**src/rtl/vga_plot_if.sv**
```systemverilog
// Pixel-port bus between the drawing engines and the VGA plot arbiter.
// master = drawing side (requests and pixels), slave = arbiter (grants and adapter pixel).
interface vga_plot_if #(
  parameter int NUM_REQ = 3,
  parameter int X_W     = 8,
  parameter int Y_W     = 7,
  parameter int C_W     = 3
);
  logic [NUM_REQ-1:0]     req;
  logic [NUM_REQ-1:0]     done;
  logic [NUM_REQ*X_W-1:0] px;
  logic [NUM_REQ*Y_W-1:0] py;
  logic [NUM_REQ*C_W-1:0] pcolor;
  logic [NUM_REQ-1:0]     pplot;
  logic [NUM_REQ-1:0]     grant;
  logic [1:0]             owner;
  logic [X_W-1:0]         x;
  logic [Y_W-1:0]         y;
  logic [C_W-1:0]         color;
  logic                   plot;
  logic                   busy;
  logic                   timeout_err;

  modport master (
    output req, done, px, py, pcolor, pplot,
    input  grant, owner, x, y, color, plot, busy, timeout_err
  );

  modport slave (
    input  req, done, px, py, pcolor, pplot,
    output grant, owner, x, y, color, plot, busy, timeout_err
  );
endinterface

```
**src/rtl/vga_plot_arbiter.sv**
```systemverilog
// Round-robin arbiter sharing the single VGA adapter pixel port between drawing engines.
// A grant is held for a whole burst until done, request drop or hold timeout.
//
// state     | meaning
// ----------+-----------------------------------------------------------
// S_IDLE    | no owner; arbitrate from owner+1 when any req is high
// S_GRANT   | owner's pixel stream forwarded to the adapter, hold counted
// S_RELEASE | one dead cycle with grant low; arbitrate for the next owner
module vga_plot_arbiter #(
  parameter int NUM_REQ  = 3,
  parameter int X_W      = 8,
  parameter int Y_W      = 7,
  parameter int C_W      = 3,
  parameter int MAX_HOLD = 20000
) (
  input logic      clock,
  input logic      reset,
  vga_plot_if.slave bus
);

  localparam int CNT_W = (MAX_HOLD > 2) ? $clog2(MAX_HOLD) : 1;
  localparam logic [CNT_W-1:0] CNT_LAST = CNT_W'(MAX_HOLD - 1);
  localparam logic [NUM_REQ-1:0] ONE = {{(NUM_REQ-1){1'b0}}, 1'b1};

  typedef enum logic [1:0] {S_IDLE, S_GRANT, S_RELEASE} state_t;

  state_t             state;
  logic [CNT_W-1:0]   hold_cnt;
  logic [1:0]         owner_q;
  logic [NUM_REQ-1:0] grant_q;
  logic [X_W-1:0]     x_q;
  logic [Y_W-1:0]     y_q;
  logic [C_W-1:0]     color_q;
  logic               plot_q;
  logic               busy_q;
  logic               timeout_q;

  logic [X_W-1:0] sel_x;
  logic [Y_W-1:0] sel_y;
  logic [C_W-1:0] sel_color;
  logic           sel_plot;
  logic           sel_done;
  logic           sel_req;

  always_comb begin
    sel_x     = '0;
    sel_y     = '0;
    sel_color = '0;
    sel_plot  = 1'b0;
    sel_done  = 1'b0;
    sel_req   = 1'b0;
    for (int i = 0; i < NUM_REQ; i++) begin
      if (owner_q == 2'(i)) begin
        sel_x     = bus.px[i*X_W +: X_W];
        sel_y     = bus.py[i*Y_W +: Y_W];
        sel_color = bus.pcolor[i*C_W +: C_W];
        sel_plot  = bus.pplot[i];
        sel_done  = bus.done[i];
        sel_req   = bus.req[i];
      end
    end
  end

  // Rotating search starting just after the last owner; first set bit wins.
  logic       found;
  logic [1:0] winner;
  logic [2:0] idx;

  always_comb begin
    found  = 1'b0;
    winner = '0;
    idx    = '0;
    for (int k = 1; k <= NUM_REQ; k++) begin
      idx = 3'(owner_q) + 3'(k);
      if (idx >= 3'(NUM_REQ)) idx = idx - 3'(NUM_REQ);
      for (int j = 0; j < NUM_REQ; j++) begin
        if (!found && idx == 3'(j) && bus.req[j]) begin
          found  = 1'b1;
          winner = 2'(j);
        end
      end
    end
  end

  logic leave_grant;
  logic at_limit;

  assign at_limit    = (hold_cnt == CNT_LAST);
  assign leave_grant = sel_done || !sel_req || at_limit;

  always_ff @(posedge clock or posedge reset) begin
    if (reset) begin
      state     <= S_IDLE;
      hold_cnt  <= '0;
      owner_q   <= 2'(NUM_REQ - 1);
      grant_q   <= '0;
      x_q       <= '0;
      y_q       <= '0;
      color_q   <= '0;
      plot_q    <= 1'b0;
      busy_q    <= 1'b0;
      timeout_q <= 1'b0;
    end else begin
      timeout_q <= 1'b0;
      case (state)
        S_IDLE, S_RELEASE: begin
          plot_q <= 1'b0;
          if (found) begin
            state    <= S_GRANT;
            grant_q  <= ONE << winner;
            owner_q  <= winner;
            hold_cnt <= '0;
            busy_q   <= 1'b1;
          end else begin
            state   <= S_IDLE;
            grant_q <= '0;
            busy_q  <= 1'b0;
          end
        end
        S_GRANT: begin
          // The pixel presented alongside done is still the burst's last pixel.
          x_q     <= sel_x;
          y_q     <= sel_y;
          color_q <= sel_color;
          plot_q  <= sel_plot;
          if (leave_grant) begin
            state     <= S_RELEASE;
            grant_q   <= '0;
            timeout_q <= at_limit && !sel_done && sel_req;
          end else if (!at_limit) begin
            hold_cnt <= hold_cnt + 1'b1;
          end
        end
        default: state <= S_IDLE;
      endcase
    end
  end

  assign bus.grant       = grant_q;
  assign bus.owner       = owner_q;
  assign bus.x           = x_q;
  assign bus.y           = y_q;
  assign bus.color       = color_q;
  assign bus.plot        = plot_q;
  assign bus.busy        = busy_q;
  assign bus.timeout_err = timeout_q;

endmodule

```
**src/flat_wrapper.sv**
```systemverilog
// flat-port wrapper written by rule: the top's interface ports become plain ports
module vga_plot_arbiter_flat 
#(
  parameter int NUM_REQ  = 3,
  parameter int X_W      = 8,
  parameter int Y_W      = 7,
  parameter int C_W      = 3,
  parameter int MAX_HOLD = 20000
)
  (clock, reset, bus_req, bus_done, bus_px, bus_py, bus_pcolor, bus_pplot, bus_grant, bus_owner, bus_x, bus_y, bus_color, bus_plot, bus_busy, bus_timeout_err);
  vga_plot_if #(.NUM_REQ(NUM_REQ), .X_W(X_W), .Y_W(Y_W), .C_W(C_W)) bus_i ();
  input logic clock;
  input logic reset;
  input wire logic [$bits(bus_i.req)-1:0] bus_req;
  input wire logic [$bits(bus_i.done)-1:0] bus_done;
  input wire logic [$bits(bus_i.px)-1:0] bus_px;
  input wire logic [$bits(bus_i.py)-1:0] bus_py;
  input wire logic [$bits(bus_i.pcolor)-1:0] bus_pcolor;
  input wire logic [$bits(bus_i.pplot)-1:0] bus_pplot;
  output wire logic [$bits(bus_i.grant)-1:0] bus_grant;
  output wire logic [$bits(bus_i.owner)-1:0] bus_owner;
  output wire logic [$bits(bus_i.x)-1:0] bus_x;
  output wire logic [$bits(bus_i.y)-1:0] bus_y;
  output wire logic [$bits(bus_i.color)-1:0] bus_color;
  output wire logic [$bits(bus_i.plot)-1:0] bus_plot;
  output wire logic [$bits(bus_i.busy)-1:0] bus_busy;
  output wire logic [$bits(bus_i.timeout_err)-1:0] bus_timeout_err;
  assign bus_i.req = bus_req;
  assign bus_i.done = bus_done;
  assign bus_i.px = bus_px;
  assign bus_i.py = bus_py;
  assign bus_i.pcolor = bus_pcolor;
  assign bus_i.pplot = bus_pplot;
  assign bus_grant = bus_i.grant;
  assign bus_owner = bus_i.owner;
  assign bus_x = bus_i.x;
  assign bus_y = bus_i.y;
  assign bus_color = bus_i.color;
  assign bus_plot = bus_i.plot;
  assign bus_busy = bus_i.busy;
  assign bus_timeout_err = bus_i.timeout_err;
  vga_plot_arbiter #(.NUM_REQ(NUM_REQ), .X_W(X_W), .Y_W(Y_W), .C_W(C_W), .MAX_HOLD(MAX_HOLD)) u_core (.clock(clock), .reset(reset), .bus(bus_i));
endmodule
```
**config.mk**
```make
export PLATFORM = sky130hd
export DESIGN_NAME = vga_plot_arbiter_flat
export DESIGN_NICKNAME = d
export VERILOG_FILES = /design/src/rtl/vga_plot_if.sv /design/src/rtl/vga_plot_arbiter.sv /design/src/flat_wrapper.sv
export SDC_FILE = /design/constraint.sdc
export NUM_CORES = 1
export LEC_CHECK = 0
export BUFFER_PORTS_ARGS = -buffer_cell sky130_fd_sc_hd__buf_2
export CORE_AREA = 4 4 84 70
export DETAILED_ROUTE_END_ITERATION = 10
export DIE_AREA = 0 0 88 74
export GPL_ROUTABILITY_DRIVEN = 1
export PLACE_DENSITY = 0.82
export SKIP_LAST_GASP = 1
export SYNTH_ARGS = -nofsm -noshare
export SYNTH_HDL_FRONTEND = slang
export SYNTH_SLANG_ARGS = --single-unit
```
**constraint.sdc**
```tcl
create_clock -name clock -period 3 [get_ports clock]
set_clock_uncertainty 0.15 [all_clocks]
set_input_delay 0.6 -clock clock [delete_from_list [all_inputs] [get_ports clock]]
set_output_delay 0.6 -clock clock [all_outputs]
set_load 0.01 [all_outputs]
```
; ---- Word level (Yosys, flattened, before mapping)
; Cells that the tools add are included.
[op_classes]
addsub = 7
shift = 1
n_eq_ne = 15
muxes = 52
reduce_logical = 41
order_cmp = 3
[op_table]
columns = op, count
row1 = $mux W15, 3
row2 = $pmux W15 S2, 1
row3 = $mux W3, 8
row4 = $mux W8, 3
row5 = $mux W1, 23
row6 = $mux W7, 3
row7 = $logic_and A1 B1 Y1, 19
row8 = $mux W2, 8
row9 = $add A15 B1 Y15 const B, 1
row10 = $eq A15 B15 Y1 const B, 1
row11 = $logic_not A1 Y1, 10
row12 = $eq A3 B1 Y1 const B, 3
row13 = $eq A3 B2 Y1 const B, 3
row14 = $ge A3 B2 Y1 const B, 3
row15 = $logic_not A3 Y1, 3
row16 = $sub A3 B2 Y3 const B, 3
row17 = $add A2 B2 Y3 const B, 2
row18 = $pmux W3 S2, 1
row19 = $eq A2 B1 Y1 const B, 2
row20 = $eq A2 B2 Y1 const B, 2
row21 = $logic_not A2 Y1, 2
row22 = $ne A2 B1 Y1 const B, 2
row23 = $ne A2 B2 Y1 const B, 2
row24 = $pmux W2 S2, 1
row25 = other kinds (8), 10
[word_totals]
inputBits = 65
regBits = 43

; ---- Logic depth before layout (Yosys ltp)
; Gate-level depths: netlist of run 1.
[depth]
depth_word = 41
depth_mapped = 9

; ---- Worst setup path after synthesis of run 1
; Ideal clock, no wire load.
[synth_path]
path_type = register to register
start = register u_core.owner_q[1], in the netlist u_core.bus.owner[1]
end = register u_core.hold_cnt[11]
path_slack_ps = 776
t_arrival_ps = 1948
required_time_ps = 2724
setup_ps = 126
stages_incl_launch_ff = 8
path_cell_list = dfstp_2 > inv_1 > ha_1 > nor4_4 > o21a_1 > buf_4 > a21oi_4 > a221o_1
[synth_between]
elab_chain_cells = 40
[synth_lines]
columns = item, line_no
row1 = from (decl), vga_plot_arbiter.sv:29  ; logic [1:0] owner_q;
row2 = from (signal assigned), vga_plot_arbiter.sv:95  ; owner_q <= 2'(NUM_REQ - 1);
row3 = from (signal assigned), vga_plot_arbiter.sv:111  ; owner_q <= winner;
row4 = $add A2 B1 Y3, vga_plot_arbiter.sv:74  ; idx = 3'(owner_q) + 3'(k);
row5 = $sub A3 B2 Y3 or $ge A3 B2 Y1 (tied branches), vga_plot_arbiter.sv:75  ; if (idx >= 3'(NUM_REQ)) idx = idx - 3'(NUM_REQ);
row6 = $mux W3, vga_plot_arbiter.sv:75
row7 = $logic_not A3 Y1, vga_plot_arbiter.sv:77  ; if (!found && idx == 3'(j) && bus.req[j]) begin
row8 = $logic_and A1 B1 Y1, vga_plot_arbiter.sv:77
row9 = $mux W1, vga_plot_arbiter.sv:77
row10 = $logic_not A1 Y1, vga_plot_arbiter.sv:77
row11 = $logic_and A1 B1 Y1 (2 in series), vga_plot_arbiter.sv:77
row12 = [... 21 more ...], n/a
row13 = $logic_not A1 Y1, vga_plot_arbiter.sv:77
row14 = $logic_and A1 B1 Y1 (2 in series), vga_plot_arbiter.sv:77
row15 = $mux W1, vga_plot_arbiter.sv:77
row16 = $logic_not A1 Y1, vga_plot_arbiter.sv:77
row17 = $logic_and A1 B1 Y1 (2 in series), vga_plot_arbiter.sv:77
row18 = $mux W1, vga_plot_arbiter.sv:77
row19 = $ne A2 B1 Y1 (no source line), n/a
row20 = $reduce_and A4 Y1 (no source line) *, n/a
row21 = to (signal assigned), vga_plot_arbiter.sv:131  ; hold_cnt <= hold_cnt + 1'b1;
row22 = to (decl), vga_plot_arbiter.sv:28  ; logic [CNT_W-1:0] hold_cnt;
; Every way passes the cells marked *; elsewhere a longest branch is shown, timed or not.
; A chain may end at the register's enable or synchronous reset.

; ---- Worst setup path in the final report of run 1
; Same ends and word-level chain as after synthesis.

==> impl_metrics.toml, run 1 <==
[worst_setup_path]
required_ps = 3040
critPathTopFamily = "compound AO/OA/AOI/OAI gates"
timing.critical_path.cells = "inv_1, ha_1, buf_4, nand3b_1, o22ai_2, o21a_1, a21oi_4, a221o_1"
startpoint_type = "flip-flop"
path_max_fanout = 22
cpMaxStageDelayCell = "dfstp_2"
worstSetupStartpoint = "u_core.bus.owner[1]$_DFFE_PP1P_"
max_stage_delay_ps = 400
end_kind = "flip-flop"
crit_type = "reg -> reg"
critPathArrivalTime_ps = 2480
worst-path-buf-inv = 2
r2r-start = "u_core.bus.owner[1]$_DFFE_PP1P_"

[drt]
wl_met1_um = 2710
wl_met3_um = 723
dr_wl_met2_um = 2750
drt_iter0_drc = 118
avgRoutedWirePerCell_um = 14.6
dr.pass1.iters = 4
wl_um = 6230
drt-vias-per-instance = 5.66
postRouteAntennaNets = 0
via_count = 2410
topRoutingLayerUsed = "met4"
drcViolationCount = 0

[logic_synthesis]
ys_ff_latch = 43
syn-instance-count = 278
synth-xor-area-share = 0
avgSynthCellArea_um2 = 8.90
synth_compound_gate_area_share = 0.235
synth-simple-area-share = 0.243
synth-seq-area-share = 0.435
synth_area_mm2 = 0.00247
ys_async_sr_fraction = 1.00
yosysTopAreaCell = "dfrtp_1"
ys.flop_type = "dfrtp_1"
synth_area_leaders = "dfrtp_1 (42%), a22oi_1 (5.2%), nand2_1 (5.2%)"
synth_top_family_by_area = "simple AND/OR/NAND/NOR gates"
synth_fa_ha_area_frac = 0.0303
synth-warning-count = 0
synthMuxAreaShare = 0.0167
ys_types = 48
synth_top_area_share = 0.425
synth_edf_count = 0
syn-num-nets = 349

[placed_design]
place_inst = 418
gp_congestion = 0.836
port_buffers = 90
hpwl_um = 4710

[global_route]
grt_first_pass_wirelength_um = 9790
antenna_found_initial = 0
grt_max_degree = 44
grt_use_total = 0.191
first_global_vias = 2104
gr-total-overflow = 0

[floorplanning]
start_util = 0.497
rows = 23
die_area_mm2 = 0.00651
io_pins = 91
core_mm2 = 0.00498
fp.dieH_um = 74
die_w_um = 88

[sta]
maxSlewViolCount = 0
setup_viol = 0
period_needed_ps = 2450
hold_viol_final = 0
finalCritPeriodShare = 0.815
setup-tns-final_ps = 0
rsz0062_at_grt = "false"
max_slew_margin = 0.200
fmax_ghz = 0.409
worst_pin_slew_ps = 1200

[clock_tree]
clkSinkCount = 43
clockBufferDepth = 2
numCtsBuffers = 5
postCtsResizedCells = 0
clock_latency_ps = 300
ctsHoldBuffers = 0
cts_max_level = 2
cts_tree = "done"
root_buffer = "clkbuf_8"
postCtsSetupBuffers = 0
clk_pin_slew_ps = 90

[finish]
antennaDiodeCount = 0
multiInputGateArea_mm2 = 0.00130
seqCellArea_mm2 = 0.00108
fill_cells = 441
area_delta_synth_final_pct = 23.2
layoutNonFillerInstCount = 426
num-nets-final = 434
drive_above_1_share = 0.308

[pwr]
irDropWorstVdd_v = 0.000490
p_per_area_mw_per_mm2 = 796
p_leak_nw = 1.50

[outcome]
status = "finished, final reports clean"

[hold_path]
hp-class = "in -> async"

[run]
drv_cap = 0
==> final timing paths <==
kind | slack (ps) | endpoint | cells after the start
max in group asynchronous | 2050 | u_core.bus.owner[1]$_DFFE_PP1P_ | 3
min | 270 | u_core.bus.color[2]$_DFFE_PP0P_ | 3
min in group clock | 330 | u_core.bus.y[1]$_DFFE_PP0P_ | 2
max reg2reg | 550 | u_core.hold_cnt[11]$_DFFE_PP0P_ | 8
min reg2reg | 330 | u_core.bus.y[1]$_DFFE_PP0P_ | 2
max | 550 | u_core.hold_cnt[11]$_DFFE_PP0P_ | 8
==> sequential cells by signal, indices dropped and copies added (netlist names) <==
signal                  flops
u_core.bus.owner            2
u_core.bus.x                8
u_core.bus.timeout_err      1
u_core.hold_cnt            15
u_core.bus.busy             1
u_core.bus.y                7
u_core.bus.plot             1
u_core.state                2
u_core.bus.grant            3
u_core.bus.color            3
==> synth_stat cells, types with 2 or more instances <==
master / count
dfrtp_1: 42
nand2_1: 34
nor2_1: 27
o21ai_0: 25
a21oi_1: 22
a22oi_1: 17
clkbuf_1: 9
nor3_1: 8
nand3_1: 7
nor2b_1: 7
a221o_1: 6
ha_1: 6
and3_1: 5
inv_1: 5
nand4_1: 5
and2_1: 4
nand2b_1: 4
a31oi_1: 3
mux2i_1: 3
nor4_1: 3
a21o_1: 2
and4_1: 2
buf_1: 2
buf_2: 2
buf_4: 2
nand3b_1: 2
o21a_1: 2
o31ai_1: 2
==> cells by family after synthesis <==
logic type / Yosys count
buffers and inverters: 22
multiplexers: 4
adder cells (fa/ha/maj): 6
flip-flops: 43
AND/OR/NAND/NOR: 114
AO/OA/AOI/OAI: 89
==> per-layer routing <==
metal | vias to the layer above | track usage
met5 | - | 0
li1 | 1187 | -
met4 | 0 | 0.0511
met1 | 1101 | 0.255
met2 | 114 | 0.311
met3 | 8 | 0.0520
==> placed cells by master (no fill, tap or decap), types with 4 or more instances in the layout <==
cell type / netlist / routed
a21oi_1: 22 / 22
a221o_1: 6 / 6
a22oi_1: 17 / 17
and2_1: 4 / 4
and3_1: 5 / 5
buf_2: 2 / 90
buf_4: 2 / 4
clkbuf_8: 0 / 5
dfrtp_1: 42 / 42
ha_1: 6 / 6
inv_1: 5 / 5
nand2_1: 34 / 34
nand2b_1: 4 / 4
nand3_1: 7 / 7
nand4_1: 5 / 5
nor2_1: 27 / 27
nor2b_1: 7 / 7
nor3_1: 8 / 8
o21ai_0: 25 / 25
==> tightest hold or removal path: stages <==
cell and delay (ps):
buf_2 100, inv_1 40, buf_4 440
==> layout make-up <==
cell class	instances	share of cell area
sequential	43	0.353
clock inverter	3	0.00780
clock buffer	5	0.0226
timing repair buffer	94	0.158
inverter	6	0.00739
multi-input combinational	213	0.426
tap	62	0.0255
==> power by group <==
group | internal [mW] | leakage, nW | switching (mW)
Sequential | 0.748 | 0.566 | 0.0997
Combinational | 0.454 | 0.892 | 0.746
Clock | 0.166 | 0.0408 | 0.212
Total | 1.37 | 1.50 | 1.06
==> metrics by stage <==
stage	setup WS [ps]	hold WS, ps	area, um^2	power [mW]	util
3_3_place_gp	642	309	2960	2.01	0.594
2_1_floorplan	776	338	2470	1.69	-
6_report	555	271	3050	2.43	0.612
3_5_place_dp	558	314	2960	2.07	0.594
4_1_cts	554	290	3050	2.45	0.612
5_1_grt	400	307	3050	2.64	0.612
Note: power is estimated with default switching activity, not from simulation.
==> run 2: changes to the inputs <==
==> constraint.sdc (replaced) <==
create_clock -name clock -period 2.47 [get_ports clock]
set_clock_uncertainty 0.15 [all_clocks]
set_input_delay 0.494 -clock clock [delete_from_list [all_inputs] [get_ports clock]]
set_output_delay 0.494 -clock clock [all_outputs]
set_load 0.01 [all_outputs]
==> run 2 against run 1 <==
Sequential power grew 21%. Setup slack worse by 370 ps. Total power increased by 26%. Cell count grew 0.94%. Clock power rose by 44%. Die area unchanged. Design area rose by 1.8%. Register-to-register slack got worse by 370 ps. Sequential share of layout area down 0.61 points. Critical path depth shrank 2. First-iteration DRC count is 15% higher. Critical endpoint is now u_core.hold_cnt[6]$_DFFE_PP0P_. Largest cell class unchanged. Largest power group unchanged.
==> impl_metrics.toml, run 2 (same netlist as run 1, synthesis figures left out) <==
[clock_tree]
ctsHoldBuffers = 0
clock_latency_ps = 300
numCtsBuffers = 5
cts_max_level = 2
root_buffer = "clkbuf_8"
clkSinkCount = 43
cts_tree = "done"
clockBufferDepth = 2
clk_pin_slew_ps = 80

[global_route]
grtUsageMet3 = 0.0421
grt_use_met1 = 0.265
grt_first_pass_wirelength_um = 10200
first_global_vias = 2212
met2_usage = 0.337
grt_max_degree = 44
antenna_found_initial = 0
gr-total-overflow = 0
grt_use_total = 0.199
grt_busiest_layer = "met2"

[worst_setup_path]
critPathArrivalTime_ps = 2310
crit_type = "reg -> reg"
startpoint_type = "flip-flop"
timing.critical_path.cells = "inv_1, ha_1, nor4_4, o21a_2, a21oi_4, a221o_1"
required_ps = 2500
max_stage_delay_ps = 570
end_kind = "flip-flop"
path_max_fanout = 9
cpMaxStageDelayCell = "dfstp_2"

[pwr]
irDropWorstVdd_v = 0.000689
p_per_area_mw_per_mm2 = 987
p_leak_nw = 1.54

[placed_design]
hpwl_um = 4850
port_buffers = 90
place_inst = 422
placed_cell_area_mm2 = 0.00299
gp_congestion = 0.855

[drt]
avgRoutedWirePerCell_um = 14.7
drt-vias-per-instance = 5.56
drcViolationCount = 0
wl_um = 6320
via_count = 2389
postRouteAntennaNets = 0
drt_iter0_drc = 136
dr.pass1.iters = 5

[finish]
final_common_cell = "buf_2"
largest_register_ff_count = 15
num-nets-final = 438
most-common-layout-cells = "buf_2 (90), dfrtp_1 (42), nand2_1 (34)"
area_delta_synth_final_pct = 25.3
antennaDiodeCount = 0
layoutNonFillerInstCount = 430
drive_above_1_share = 0.321
final_area_mm2 = 0.00310
top_register = "u_core.hold_cnt"

[floorplanning]
die_w_um = 88
io_pins = 91
start_util = 0.497
fp.dieH_um = 74
core_mm2 = 0.00498
die_area_mm2 = 0.00651
rows = 23

[hold_path]
hp-class = "in -> async"

[sta]
period_needed_ps = 2280
finalCritPeriodShare = 0.924
setup-tns-final_ps = 0
rsz0062_at_grt = "false"
worst_pin_slew_ps = 587
fmax_ghz = 0.438
max_slew_margin = 0.609
fin_hold_ws_ps = 162
maxSlewViolCount = 0
setup_viol = 0
hold_viol_final = 0

[run]
drv_cap = 0

[outcome]
status = "finished, final reports clean"
-- run 2: changes by cell type in the layout (fill, tap and decap cells not counted), sizes merged --
cell      before  now
clkinv         0    2
buf           94   98
bufinv         0    1
inv            7    6
clkinvlp       2    0
-- run 2: worst paths after layout --
check                                           startpoint                              end  slack, ps  depth (start not counted)
min in group clock                              bus_px[22]      u_core.bus.x[6]$_DFFE_PP0P_        330                          3
max reg2reg                u_core.bus.owner[1]$_DFFE_PP1P_   u_core.hold_cnt[6]$_DFFE_PP0P_        190                          6
max in group asynchronous                            reset  u_core.bus.owner[1]$_DFFE_PP1P_       1640                          3
min reg2reg                    u_core.bus.x[6]$_DFFE_PP0P_      u_core.bus.x[6]$_DFFE_PP0P_        340                          2
max                        u_core.bus.owner[1]$_DFFE_PP1P_   u_core.hold_cnt[6]$_DFFE_PP0P_        190                          6
min                                                  reset  u_core.bus.color[2]$_DFFE_PP0P_        160                          3
-- run 2: stage by stage --
step,setup WS (ps),total power [mW],util
after floorplan,246,2.05,-
after global placement,204,2.48,0.600
after detailed placement,139,2.53,0.600
after CTS,118,3.08,0.622
after global routing,72.2,3.33,0.623
final,188,3.06,0.623
-- run 2: area by class of cell --
cell class                      instances  area (um^2)
Inverter                                6         22.5
Multi-Input combinational cell        213         1300
Clock buffer                            5         68.8
Tap cell                               62         77.6
Fill cell                             454         1880
Clock inverter                          3         43.8
Timing Repair Buffer                   98          510
Sequential cell                        43         1080
-- run 2: worst max-delay path, delay by kind of cell, from the launching register on --
family	cells	cell delay, ps
compound gates	3	760
flops	1	570
simple gates	1	360
fa+ha+maj	1	240
buf+inv	1	80
-- run 2: what timing repair did --
item,in CTS,in global routing
setup buffers,0,0
setup endpoints to repair,0,2
gates resized for setup,0,2
-- run 2: routing by layer --
layer  vias up  wire [um]
li1       1188          -
met1      1111       2780
met2        84       2910
met3         6        578
met4         0         49
met5         -          0
-- run 2: where the power goes --
| group | internal (mW) | switching, mW |
|---|---|---|
| registers | 0.908 | 0.125 |
| logic | 0.573 | 0.910 |
| clock network | 0.301 | 0.244 |
==> run 3: changes to the inputs <==
--- a/config.mk
+++ b/config.mk
@@ -11,6 +11,7 @@
 export DIE_AREA = 0 0 88 74
 export GPL_ROUTABILITY_DRIVEN = 1
 export PLACE_DENSITY = 0.82
+export SETUP_SLACK_MARGIN = 0.3
 export SKIP_LAST_GASP = 1
 export SYNTH_ARGS = -nofsm -noshare
 export SYNTH_HDL_FRONTEND = slang
==> run 3 against run 2 <==
Total power increased by 8.3%. First-iteration DRC count grew 110%. Sequential power is essentially flat. Hold slack gained 20 ps. Register-to-register slack better by 97 ps. Clock-buffer cell count increased by 1. Design area grew 4.4%. Via count is 2.4% higher. Sequential share of layout area down 1.4 points. Critical path type unchanged. Global-route usage rose by 1.3 points. Core utilization is 2.7 points higher.
==> impl_metrics.toml, run 3 (same netlist as run 1, synthesis figures left out) <==
[clock_tree]
root_buffer = "clkbuf_8"
cts_max_level = 2
cts_tree = "done"
clkSinkCount = 43
numCtsBuffers = 5
clk_pin_slew_ps = 80
clock_latency_ps = 290
clockBufferDepth = 2

[hold_path]
hp-class = "in -> async"

[sta]
hold_viol_final = 0
period_needed_ps = 2180
rsz0062_at_grt = "true"
setup_slack_ps = 285
max_slew_margin = 0.634
setup-tns-final_ps = 0
fmax_ghz = 0.458
setup_viol = 0
finalCritPeriodShare = 0.885
worst_pin_slew_ps = 549
maxSlewViolCount = 0

[finish]
layoutNonFillerInstCount = 433
most-common-layout-cells = "buf_2 (90), dfrtp_1 (41), nand2_1 (34)"
num-nets-final = 441
drive_above_1_share = 0.358
antennaDiodeCount = 0
top_register = "u_core.hold_cnt"
largest_register_ff_count = 15
final_common_cell = "buf_2"
area_delta_synth_final_pct = 30.8

[global_route]
grt_max_degree = 44
gr-total-overflow = 0
grt_use_total = 0.212
antenna_found_initial = 0
grt_first_pass_wirelength_um = 10900
first_global_vias = 2335

[pwr]
p_sw_mw = 1.35
p_per_area_mw_per_mm2 = 1020
internal_power_mw = 1.97
pwr-share-seq = 0.315
clockPowerShare = 0.192
finalPower_mw = 3.32
irDropWorstVdd_v = 0.000719
comb_power_share = 0.493
p_leak_nw = 1.57
p_sw_frac = 0.406

[drt]
drt-vias-per-instance = 5.65
dr.pass1.iters = 4
avgRoutedWirePerCell_um = 15.9
postRouteAntennaNets = 0
drcViolationCount = 0
wl_um = 6870
via_count = 2447
drt_iter0_drc = 279

[floorplanning]
start_util = 0.497
io_pins = 91
rows = 23
die_w_um = 88
core_mm2 = 0.00498
die_area_mm2 = 0.00651
fp.dieH_um = 74

[worst_setup_path]
required_ps = 2500
startpoint_type = "flip-flop"
path_max_fanout = 4
end_kind = "flip-flop"
critPathArrivalTime_ps = 2210
crit_type = "reg -> reg"

[placed_design]
place_inst = 422
hpwl_um = 4860
port_buffers = 90
dp_slack_ps = 221
gp_congestion = 0.846

[run]
drv_cap = 0

[outcome]
status = "finished, final reports clean"
-- run 3: cell types whose count changed in the layout (fill, tap and decap cells not counted), moves of 2 or more --
cell     previous run  this run
o21ai_0            25        23
buf_6               0         2
inv_1               5         3
nor4_1              3         1
ha_4                0         3
o21ai_1             1         3
ha_1                6         2
-- run 3: worst paths after layout --
kind,from,end,slack (ps),cells past startpoint
hold reg to reg,u_core.bus.y[1]$_DFFE_PP0P_,u_core.bus.y[1]$_DFFE_PP0P_,330,2
min in group clock,u_core.bus.y[1]$_DFFE_PP0P_,u_core.bus.y[1]$_DFFE_PP0P_,330,2
hold / removal,reset,u_core.bus.color[2]$_DFFE_PP0P_,180,3
setup / recovery,u_core.bus.owner[1]$_DFFE_PP1P_,u_core.hold_cnt[8]$_DFFE_PP0P_,290,7
setup reg to reg,u_core.bus.owner[1]$_DFFE_PP1P_,u_core.hold_cnt[8]$_DFFE_PP0P_,290,7
max in group asynchronous,reset,u_core.bus.owner[0]$_DFFE_PP0P_,1580,3
-- run 3: final cells by class --
| class | instances | area (um^2) |
|---|---|---|
| Inverter | 6 | 25.0 |
| Sequential cell | 43 | 1080 |
| Multi-Input combinational cell | 214 | 1390 |
| Timing Repair Buffer | 100 | 533 |
| Tap cell | 62 | 77.6 |
| Fill cell | 425 | 1740 |
| Clock buffer | 6 | 72.6 |
| Clock inverter | 2 | 60.1 |
-- run 3: what timing repair did --
| action | CTS | global route |
|---|---|---|
| gates resized for setup | 4 | 19 |
| gates cloned | 0 | 1 |
| setup endpoints to repair | 13 | 36 |
| setup buffers | 1 | 1 |
| hold buffers | 0 | 0 |
| pin swaps | 2 | 5 |
-- run 3: power groups by stage --
stage,clock network (mW),logic (mW),registers [mW]
6_report,0.637,1.64,1.04
5_1_grt,0.683,1.84,1.07
4_1_cts,0.650,1.52,1.03
3_5_place_dp,0,1.48,1.05
3_3_place_gp,0,1.44,1.03
2_1_floorplan,0,0.942,1.11
-- run 3: worst max-delay path, stage by stage (launching register included) --
cell     delay, ps
dfstp_2        550
inv_2           70
ha_4           220
nor3b_2        150
o21ai_1        220
nor2b_4        270
a21oi_2         90
a221o_1        350
-- run 3: routing by layer --
metal,vias to the layer above,GRT usage,wire length [um],share of wire
met1,1139,0.278,2910,0.42
met2,97,0.369,3330,0.48
met5,-,0,0,0
met4,0,0.0426,90,0.013
met3,13,0.0432,551,0.080
li1,1198,-,-,-
-- run 3: metrics by stage --
step / hold WS, ps / util / instance area [um^2]
2_1_floorplan: 338 / - / 2480
3_3_place_gp: 308 / 0.600 / 2990
3_5_place_dp: 312 / 0.600 / 2990
4_1_cts: 201 / 0.630 / 3140
5_1_grt: 235 / 0.650 / 3240
6_report: 182 / 0.650 / 3240
